<file path="src/rtl/address_sequencer.sv">
// address_sequencer: pops command words from a first-word-fall-through FIFO
// and issues registered address/data write beats under valid/ready.
// A command word is either a single write (explicit address) or a burst
// header announcing len+1 data words written to auto-incremented addresses.
module address_sequencer #(
    parameter int DATA_WIDTH = 32,
    parameter int ADDR_WIDTH = 8,
    parameter int LEN_WIDTH  = 8,
    parameter int ADDR_STEP  = 1,
    parameter int FIFO_WIDTH = DATA_WIDTH + ADDR_WIDTH + 1
) (
    input  logic                  clk_i,
    input  logic                  rst_ni,
    input  logic                  enable_i,
    input  logic [FIFO_WIDTH-1:0] fifo_data_i,
    input  logic                  fifo_empty_i,
    output logic                  fifo_rd_en_o,
    output logic                  wr_valid_o,
    input  logic                  wr_ready_i,
    output logic [ADDR_WIDTH-1:0] addr_o,
    output logic [DATA_WIDTH-1:0] data_o,
    output logic                  last_o,
    output logic                  busy_o
);

    typedef enum logic {
        ST_CMD,
        ST_BURST
    } state_t;

    // Registered state
    state_t                r_state;
    logic [ADDR_WIDTH-1:0] r_addr_cnt;
    logic [LEN_WIDTH:0]    r_rem;
    logic                  r_wr_valid;
    logic [ADDR_WIDTH-1:0] r_addr;
    logic [DATA_WIDTH-1:0] r_data;
    logic                  r_last;

    // Next-state values
    state_t                w_state_nxt;
    logic [ADDR_WIDTH-1:0] w_addr_cnt_nxt;
    logic [LEN_WIDTH:0]    w_rem_nxt;
    logic                  w_wr_valid_nxt;
    logic [ADDR_WIDTH-1:0] w_addr_nxt;
    logic [DATA_WIDTH-1:0] w_data_nxt;
    logic                  w_last_nxt;

    // Fields of the head FIFO word
    logic [ADDR_WIDTH-1:0] w_word_addr;
    logic [DATA_WIDTH-1:0] w_word_data;
    logic                  w_word_flag;
    logic [LEN_WIDTH:0]    w_burst_beats;
    logic                  w_free;
    logic                  w_pop;
    logic                  w_rem_is_one;

    assign w_word_addr = fifo_data_i[ADDR_WIDTH-1:0];
    assign w_word_data = fifo_data_i[ADDR_WIDTH +: DATA_WIDTH];
    assign w_word_flag = fifo_data_i[FIFO_WIDTH-1];

    // One extra bit so an all-ones length field yields 2^LEN_WIDTH beats.
    assign w_burst_beats = {1'b0, w_word_data[LEN_WIDTH-1:0]} + (LEN_WIDTH+1)'(1);
    assign w_rem_is_one  = (r_rem == (LEN_WIDTH+1)'(1));

    // The output slot can take a new beat when empty or draining this cycle.
    assign w_free = !r_wr_valid || wr_ready_i;
    // Gated by rst_ni so nothing is consumed while the block is held in reset.
    assign w_pop  = rst_ni && enable_i && !fifo_empty_i && w_free;

    assign fifo_rd_en_o = w_pop;
    assign wr_valid_o   = r_wr_valid;
    assign addr_o       = r_addr;
    assign data_o       = r_data;
    assign last_o       = r_last;
    assign busy_o       = (r_state == ST_BURST) || r_wr_valid;

    // Next-state and next-output decode for the CMD/BURST machine.
    always_comb begin
        // NOTE: every output of this block is given a hold value first, so no
        // path through the branches below can leave a signal unassigned and
        // infer a latch.
        w_state_nxt    = r_state;
        w_addr_cnt_nxt = r_addr_cnt;
        w_rem_nxt      = r_rem;
        w_wr_valid_nxt = r_wr_valid;
        w_addr_nxt     = r_addr;
        w_data_nxt     = r_data;
        w_last_nxt     = r_last;

        if (w_pop) begin
            unique case (r_state)
                ST_CMD: begin
                    if (w_word_flag) begin
                        // Burst header: arm the counters, issue no beat.
                        w_addr_cnt_nxt = w_word_addr;
                        w_rem_nxt      = w_burst_beats;
                        w_wr_valid_nxt = 1'b0;
                        w_last_nxt     = 1'b0;
                        w_state_nxt    = ST_BURST;
                    end else begin
                        // Single write with an explicit address.
                        w_addr_nxt     = w_word_addr;
                        w_data_nxt     = w_word_data;
                        w_last_nxt     = 1'b1;
                        w_wr_valid_nxt = 1'b1;
                    end
                end
                ST_BURST: begin
                    // Burst data word: flag and address fields are ignored.
                    w_addr_nxt     = r_addr_cnt;
                    w_data_nxt     = w_word_data;
                    w_last_nxt     = w_rem_is_one;
                    w_wr_valid_nxt = 1'b1;
                    w_addr_cnt_nxt = r_addr_cnt + ADDR_WIDTH'(ADDR_STEP);
                    w_rem_nxt      = r_rem - (LEN_WIDTH+1)'(1);
                    if (w_rem_is_one) begin
                        w_state_nxt = ST_CMD;
                    end
                end
                default: begin
                    w_state_nxt = ST_CMD;
                end
            endcase
        end else if (r_wr_valid && wr_ready_i) begin
            // Beat accepted with nothing to replace it.
            w_wr_valid_nxt = 1'b0;
            w_last_nxt     = 1'b0;
        end
    end

    // State register and registered output stage.
    always_ff @(posedge clk_i or negedge rst_ni) begin
        if (!rst_ni) begin
            r_state    <= ST_CMD;
            r_addr_cnt <= '0;
            r_rem      <= '0;
            r_wr_valid <= 1'b0;
            r_addr     <= '0;
            r_data     <= '0;
            r_last     <= 1'b0;
        end else begin
            // NOTE: non-blocking assignments so every register samples the
            // pre-edge values computed above, independent of statement order.
            r_state    <= w_state_nxt;
            r_addr_cnt <= w_addr_cnt_nxt;
            r_rem      <= w_rem_nxt;
            r_wr_valid <= w_wr_valid_nxt;
            r_addr     <= w_addr_nxt;
            r_data     <= w_data_nxt;
            r_last     <= w_last_nxt;
        end
    end

endmodule

</file>
<file path="config.mk">
export PLATFORM = sky130hd
export DESIGN_NAME = address_sequencer
export DESIGN_NICKNAME = d
export VERILOG_FILES = /design/src/rtl/address_sequencer.sv
export SDC_FILE = /design/constraint.sdc
export NUM_CORES = 1
export LEC_CHECK = 0
export BUFFER_PORTS_ARGS = -buffer_cell sky130_fd_sc_hd__buf_2
export CORE_MARGIN = 4
export CORE_UTILIZATION = 52
export DETAILED_ROUTE_END_ITERATION = 7
export MAX_ROUTING_LAYER = met4
export PLACE_DENSITY = 0.82
export REMOVE_ABC_BUFFERS = 1
export SKIP_LAST_GASP = 1
export SLEW_MARGIN = 20
export SYNTH_ARGS = -nofsm -noshare
export SYNTH_HDL_FRONTEND = slang
export SYNTH_SLANG_ARGS = --single-unit
</file>
<file path="constraint.sdc">
create_clock -name clk_i -period 2.4 [get_ports clk_i]
set_clock_uncertainty 0.1 [all_clocks]
set_input_delay 0.24 -clock clk_i [delete_from_list [all_inputs] [get_ports clk_i]]
set_output_delay 0.24 -clock clk_i [all_outputs]
set_load 0.01 [all_outputs]
</file>
# After elaboration in Yosys (flattened, before gate mapping)
# Cells that the tools add are included.
# word_totals
ff_bits	60
word_cells	42
# classes
add_sub_neg	3
n_eq_ne	3
n_mux	17
bitwise_logic	1
n_reduce_logical	11
# ops
cell	n
32-bit case mux with 2 select lines	1
32-bit two-way mux	1
8-bit case mux with 2 select lines	2
9-bit case mux with 2 select lines	1
8-bit two-way mux	2
8-bit by 1-bit adder with 9-bit output (second input constant)	1
9-bit by 1-bit == test with 1-bit output (second input constant)	1
9-bit two-way mux	1
9-bit by 1-bit subtractor with 9-bit output (second input constant)	1
8-bit by 1-bit adder with 8-bit output (second input constant)	1
1-bit two-way mux	6
1-bit case mux with 2 select lines	3
1-bit logical AND	4
2-bit != test (second input constant)	2
2-bit AND reduction	2
1-bit logical NOT	2
1-bit logical OR	2
2-bit nonzero test	1
1-bit inverter	1

# Depth between registers and ports, before layout
# Gate-level depths: netlist of run 1.
# logic_depth
ltp_word	4
mapped_depth	7
ltp_nobuf	6

# Worst setup path before layout of run 1
# No wires, ideal clock.
# synth_timing
path_kind	register -> register
startpoint	register r_rem[0]
endpoint	register r_rem[6]
setup_time_ns	0.125
arrival_time_ns	1.622
required_ns	2.175
path_slack_ns	0.553
stages_incl_launch_ff	7
n_path_buf	0
synth_period_minus_slack_ns	1.847
path_cell_list	dfrtp_1 -> inv_1 -> ha_1 -> or3b_2 -> o311ai_0 -> o311a_1 -> nand2_1
# synth_via
elab_chain_cells	2
# synth_rtl
item	line	text
from (decl)	34	logic [LEN_WIDTH:0] r_rem;
from (signal assigned)	147	r_rem <= w_rem_nxt;
9-bit by 1-bit subtractor with 9-bit output	116	w_rem_nxt = r_rem - (LEN_WIDTH+1)'(1);
9-bit case mux with 2 select lines	92	unique case (r_state)
# Every way passes these cells.
# A chain may end at the register's enable or synchronous reset.

# Worst setup path after layout of run 1
# Same ends and word-level chain as after synthesis.

==> flow_summary.json, run 1 <==
{
  "synth.avg_cell_area_sq_um": 10.8,
  "cts_tree": "yes",
  "grt_pass1_wl_um": 12500,
  "cts_setup_buffers": 0,
  "antenna_cells": 0,
  "postLayoutCoreUtil": 0.680,
  "crit_buf_inv": 1,
  "synth_top_area_frac": 0.486,
  "synth-edff-count": 0,
  "postCtsHoldBufs": 0,
  "fillers": 443,
  "r2r-start": "r_rem[0]",
  "synth_top_family_by_area": "compound AO/OA/AOI/OAI gates",
  "r2r-end": "r_rem[6]",
  "outcome": "completed",
  "async_reset_ff_frac": 1.00,
  "fin_area_sq_um": 3830,
  "critPathLaunch": "r_rem[0]",
  "synth_most_common_cell": "dfrtp_1",
  "synth_adder_area_share": 0.0162,
  "critPathCapture": "r_rem[6]",
  "drv_slew": 0,
  "core_sq_um": 5640,
  "ctsResizeCount": 0,
  "clk_latency_ns": 0.33,
  "dieArea_sq_um": 7240,
  "pin_count": 90,
  "drv_cap": 0,
  "irDropWorstVdd_mv": 0.630,
  "die-width_um": 85.1,
  "layout-drive-gt1-share": 0.406,
  "rsz0062_at_grt": "false",
  "place.gp.congestion": 0.846,
  "antenna_found_initial": 0,
  "syn-cell-area_sq_um": 3090,
  "synth_seq_area_share": 0.486,
  "hold_viol_final": 0,
  "cp-end-kind": "register",
  "synth_xor_area_frac": 0.0142,
  "drt-total-wl_um": 7330,
  "root_buffer": "clkbuf_8",
  "slowest_stage": "or3b_2",
  "hold_path.class": "in2reg",
  "synthMuxAreaShare": 0.143,
  "worst_slew_pin_slew_ns": 0.755,
  "dieHeight_um": 85.1,
  "synth_area_leaders": "dfrtp_1, mux2_2, a21oi_1, nor2_1, mux2i_1",
  "hold_start": "fifo_data_i[25]",
  "clk_path_buf_depth": 2,
  "ys_types": 54,
  "cp_max_fo": 6,
  "setup-violations-final": 0,
  "routedWlPerCell_um": 16.3,
  "regArea_sq_um": 1500,
  "cts_max_level": 3,
  "via_per_inst": 5.81,
  "multiInputGateArea_sq_um": 1450,
  "critPathMaxStageDelay_ns": 0.50,
  "reg2reg_depth": 6,
  "dr.first_iter.drc_count": 273,
  "cts.sinks": 60,
  "synth_compound_area_frac": 0.157,
  "ys_top_cells_by_count": "dfrtp_1, mux2_2, a21oi_1, nor2_1, o21ai_0",
  "slew_headroom": 0.497,
  "grt_pass1_vias": 2642,
  "max_freq_mhz": 484,
  "cp.depth": 6,
  "syn_inst": 285,
  "synth_top_area_cell": "dfrtp_1",
  "required_ns": 2.52,
  "syn_to_final_growth_pct": 24.1,
  "vias": 2607,
  "rrSetupSlack_ns": 0.33,
  "drcViolationCount": 0,
  "yosysWarnings": 0,
  "num_rows": 27,
  "critPathKind": "reg2reg",
  "power_w": 0.00368,
  "clk_pin_slew_ns": 0.07,
  "first_pass_iters": 5,
  "grt_max_degree": 61,
  "finalCritPeriodShare": 0.861,
  "start_util": 0.548,
  "p_per_area_nw_per_um2": 959,
  "crit_chain": "inv_1, ha_1, or3b_2, o311ai_0, o311a_1, nand2_1",
  "start_kind": "register",
  "path_delay_family": "simple AND/OR/NAND/NOR gates",
  "synth_top_flop_cell": "dfrtp_1",
  "leakage_nw": 1.76,
  "antenna_left": 0,
  "yosys.area_share.simple": 0.138,
  "track_usage": 0.219,
  "post_dp_cell_area_sq_um": 3580,
  "io_buffers": 89,
  "dp_hpwl_um": 5180,
  "overflow": 0,
  "nets": 422,
  "numCtsBuffers": 9,
  "cp_data_arrival_time_ns": 2.18,
  "ys_ff_latch": 60,
  "fin_crit_ns": 2.07
}
cell families (layout without fill, tap and decap cells):
| group | after synthesis | count (layout) |
|---|---|---|
| flops | 60 | 60 |
| simple gates | 76 | 76 |
| compound gates | 71 | 71 |
| fa+ha+maj | 4 | 4 |
| mux | 40 | 40 |
| xor+xnor | 5 | 5 |
| buf+inv | 29 | 121 |
area by class of cell:
class,count,area share
clock inverters,4,0.0248
clock buffers,12,0.0405
flip-flops and latches,60,0.392
repair buffers,95,0.131
well taps,72,0.0235
multi-input cells,196,0.379
inverters,10,0.00979
flip-flops by register name, indices dropped and copies added (netlist names):
register / count
data_o: 32
r_addr_cnt: 8
addr_o: 8
r_rem: 9
last_o: 1
r_state: 1
wr_valid_o: 1
layout by cell type, fill, tap and decap left out, drive strengths merged, types with 4 or more instances in the layout:
master,count
dfrtp,60
a31oi,4
o22ai,5
a21oi,21
nor3,4
clkbuf,12
and3,6
nand2,10
nor2,21
mux2i,7
inv,10
o21ai,13
ha,4
buf,95
nor2b,6
a41oi,5
mux2,33
nand3,4
nand4,8
worst min-delay path by stage:
stage / slack [ns] / end / cells past startpoint
finish: 0.03 / data_o[17] / 2
global route: 0.02 / data_o[17] / 2
CTS: 0.02 / data_o[17] / 2
detailed placement: 0.38 / data_o[20] / 2
global placement: 0.37 / data_o[21] / 2
floorplan: -0.16 / addr_o[0] / 0
metal layers:
layer,GRT usage,part of all wire,vias up
met2,0.345,0.48,124
met5,-,0,-
li1,-,-,1235
met4,0.0791,0.017,0
met1,0.274,0.43,1236
met3,0.0563,0.074,12
per-stage QoR:
stage               hold slack, ns  cells  setup TNS, ns  setup slack (ns)
detailed placement           0.376    433              0             0.369
finish                      0.0348    449              0             0.333
global route                0.0190    449              0             0.205
floorplan                   -0.156    266         -43.44             -1.13
global placement             0.371    433              0             0.483
CTS                         0.0185    449              0             0.360
power breakdown:
group | total (W) | internal, W | switching [W] | leakage, nW
sequential | 0.00149 | 0.00129 | 0.000202 | 0.713
combinational | 0.00105 | 0.000508 | 0.000546 | 0.920
clock | 0.00113 | 0.000745 | 0.000386 | 0.127
total | 0.00368 | 0.00254 | 0.00113 | 1.76
Note: power is estimated with default switching activity, not from simulation.
==> run 2, diff against run 1 <==
CORE_UTILIZATION = 45   (was 52)
PLACE_DENSITY = 0.73   (was 0.82)
==> run 2 against run 1 <==
Effect of this change:
- critical path type is now in2out
- critical endpoint is now fifo_rd_en_o
- sequential share of layout area up 0.36 points
- non-clock buffer count up 2
- worst hold slack worse by 0.0066 ns
- global-route usage down 2.3 points
==> flow_summary.json, run 2 (synthesis results as in run 1) <==
{
  "required_ns": 2.06,
  "reg2reg_depth": 6,
  "track_usage": 0.197,
  "largest_reg_flops": 32,
  "cp-end-kind": "primary output",
  "final_cell_mix": "buf_2, dfrtp_1, mux2_2, nor2_1, a21oi_1",
  "start_kind": "primary input",
  "slew_headroom": 0.641,
  "dieArea_sq_um": 8250,
  "io_buffers": 89,
  "drt-total-wl_um": 7530,
  "overflow": 0,
  "syn_to_final_growth_pct": 23.0,
  "antenna_cells": 0,
  "drv_slew": 0,
  "hold_viol_final": 0,
  "cts.sinks": 60,
  "min_path_cells": 2,
  "setup-violations-final": 0,
  "clk_pin_slew_ns": 0.08,
  "leakage_nw": 1.73,
  "pin_count": 90,
  "final_common_cell": "buf_2",
  "core_sq_um": 6490,
  "dp_hpwl_um": 5360,
  "grt_max_degree": 49,
  "worst_slew_pin_slew_ns": 0.538,
  "cp_data_arrival_time_ns": 1.81,
  "max_freq_mhz": 465,
  "grt_pass1_vias": 2651,
  "die-width_um": 90.9,
  "finalCritPeriodShare": 0.896,
  "drcViolationCount": 0,
  "numCtsBuffers": 9,
  "dr.first_iter.drc_count": 212,
  "layout-drive-gt1-share": 0.406,
  "cts_tree": "yes",
  "fillers": 562,
  "instances_no_fill": 456,
  "first_pass_iters": 4,
  "clk_path_buf_depth": 2,
  "vias": 2607,
  "placed_cells": 439,
  "antenna_found_initial": 0,
  "cp_max_fo": 13,
  "routedWlPerCell_um": 16.5,
  "critPathKind": "in2out",
  "cts_max_level": 3,
  "antenna_left": 0,
  "rsz0062_at_grt": "false",
  "irDropWorstVdd_mv": 0.470,
  "dieHeight_um": 90.9,
  "multiInputGateArea_sq_um": 1450,
  "nets": 424,
  "tns_ns": 0,
  "via_per_inst": 5.72,
  "start_util": 0.476,
  "grt_pass1_wl_um": 12900,
  "outcome": "completed",
  "place.gp.congestion": 0.833,
  "num_rows": 29,
  "fin_crit_ns": 2.15,
  "cts_setup_buffers": 0,
  "root_buffer": "clkbuf_8",
  "p_per_area_nw_per_um2": 907,
  "regArea_sq_um": 1500,
  "drv_cap": 0,
  "clk_latency_ns": 0.33,
  "hold_path.class": "in2reg"
}
run 2: what timing repair did:
action,in CTS,in global routing
gates resized for setup,0,0
endpoints found under the hold margin,60,0
hold buffers,1,0
run 2: cell type report:
type | count | area share
Inverter | 10 | 0.00988
Timing Repair Buffer | 97 | 0.137
Multi-Input combinational cell | 196 | 0.382
Sequential cell | 60 | 0.395
Clock inverter | 6 | 0.0168
Clock buffer | 10 | 0.0336
Tap cell | 77 | 0.0254
run 2: report_power, final:
group | internal, W | switching, W
clock | 0.000479 | 0.000413
sequential | 0.00129 | 0.000210
combinational | 0.000510 | 0.000543
run 2: per-layer routing:
layer / GRT usage / vias up / share of wire
met3: 0.0583 / 9 / 0.087
met5: - / - / 0
li1: - / 1241 / -
met4: 0.0603 / 0 / 0.0092
met2: 0.288 / 109 / 0.45
met1: 0.263 / 1248 / 0.45
run 2: worst paths after layout:
kind	startpoint	end	slack (ns)
max reg2reg	r_rem[0]	r_rem[6]	0.42
min in group asynchronous	rst_ni	data_o[10]	0.38
max in group asynchronous	rst_ni	data_o[5]	1.50
min reg2reg	data_o[29]	data_o[29]	0.40
min	fifo_data_i[27]	data_o[19]	0.03
max	rst_ni	fifo_rd_en_o	0.25
run 2: metrics by stage:
stage               utilization  area, sq um  hold slack (ns)  power [W]  setup slack, ns
finish                    0.585         3800           0.0282    0.00344            0.250
global route              0.585         3800           0.0167    0.00368            0.147
CTS                       0.585         3800           0.0204    0.00348            0.260
detailed placement        0.554         3600            0.222    0.00257            0.434
global placement          0.554         3600            0.215    0.00252            0.474
floorplan                     -         2980           -0.156    0.00212            -1.13
run 2: worst max-delay path, cell delays in order:
cell	delay [ns]
dlygate4sd3_1	0.52
buf_2	0.13
and3b_1	0.25
nand2_2	0.07
inv_1	0.37
buf_2	0.23
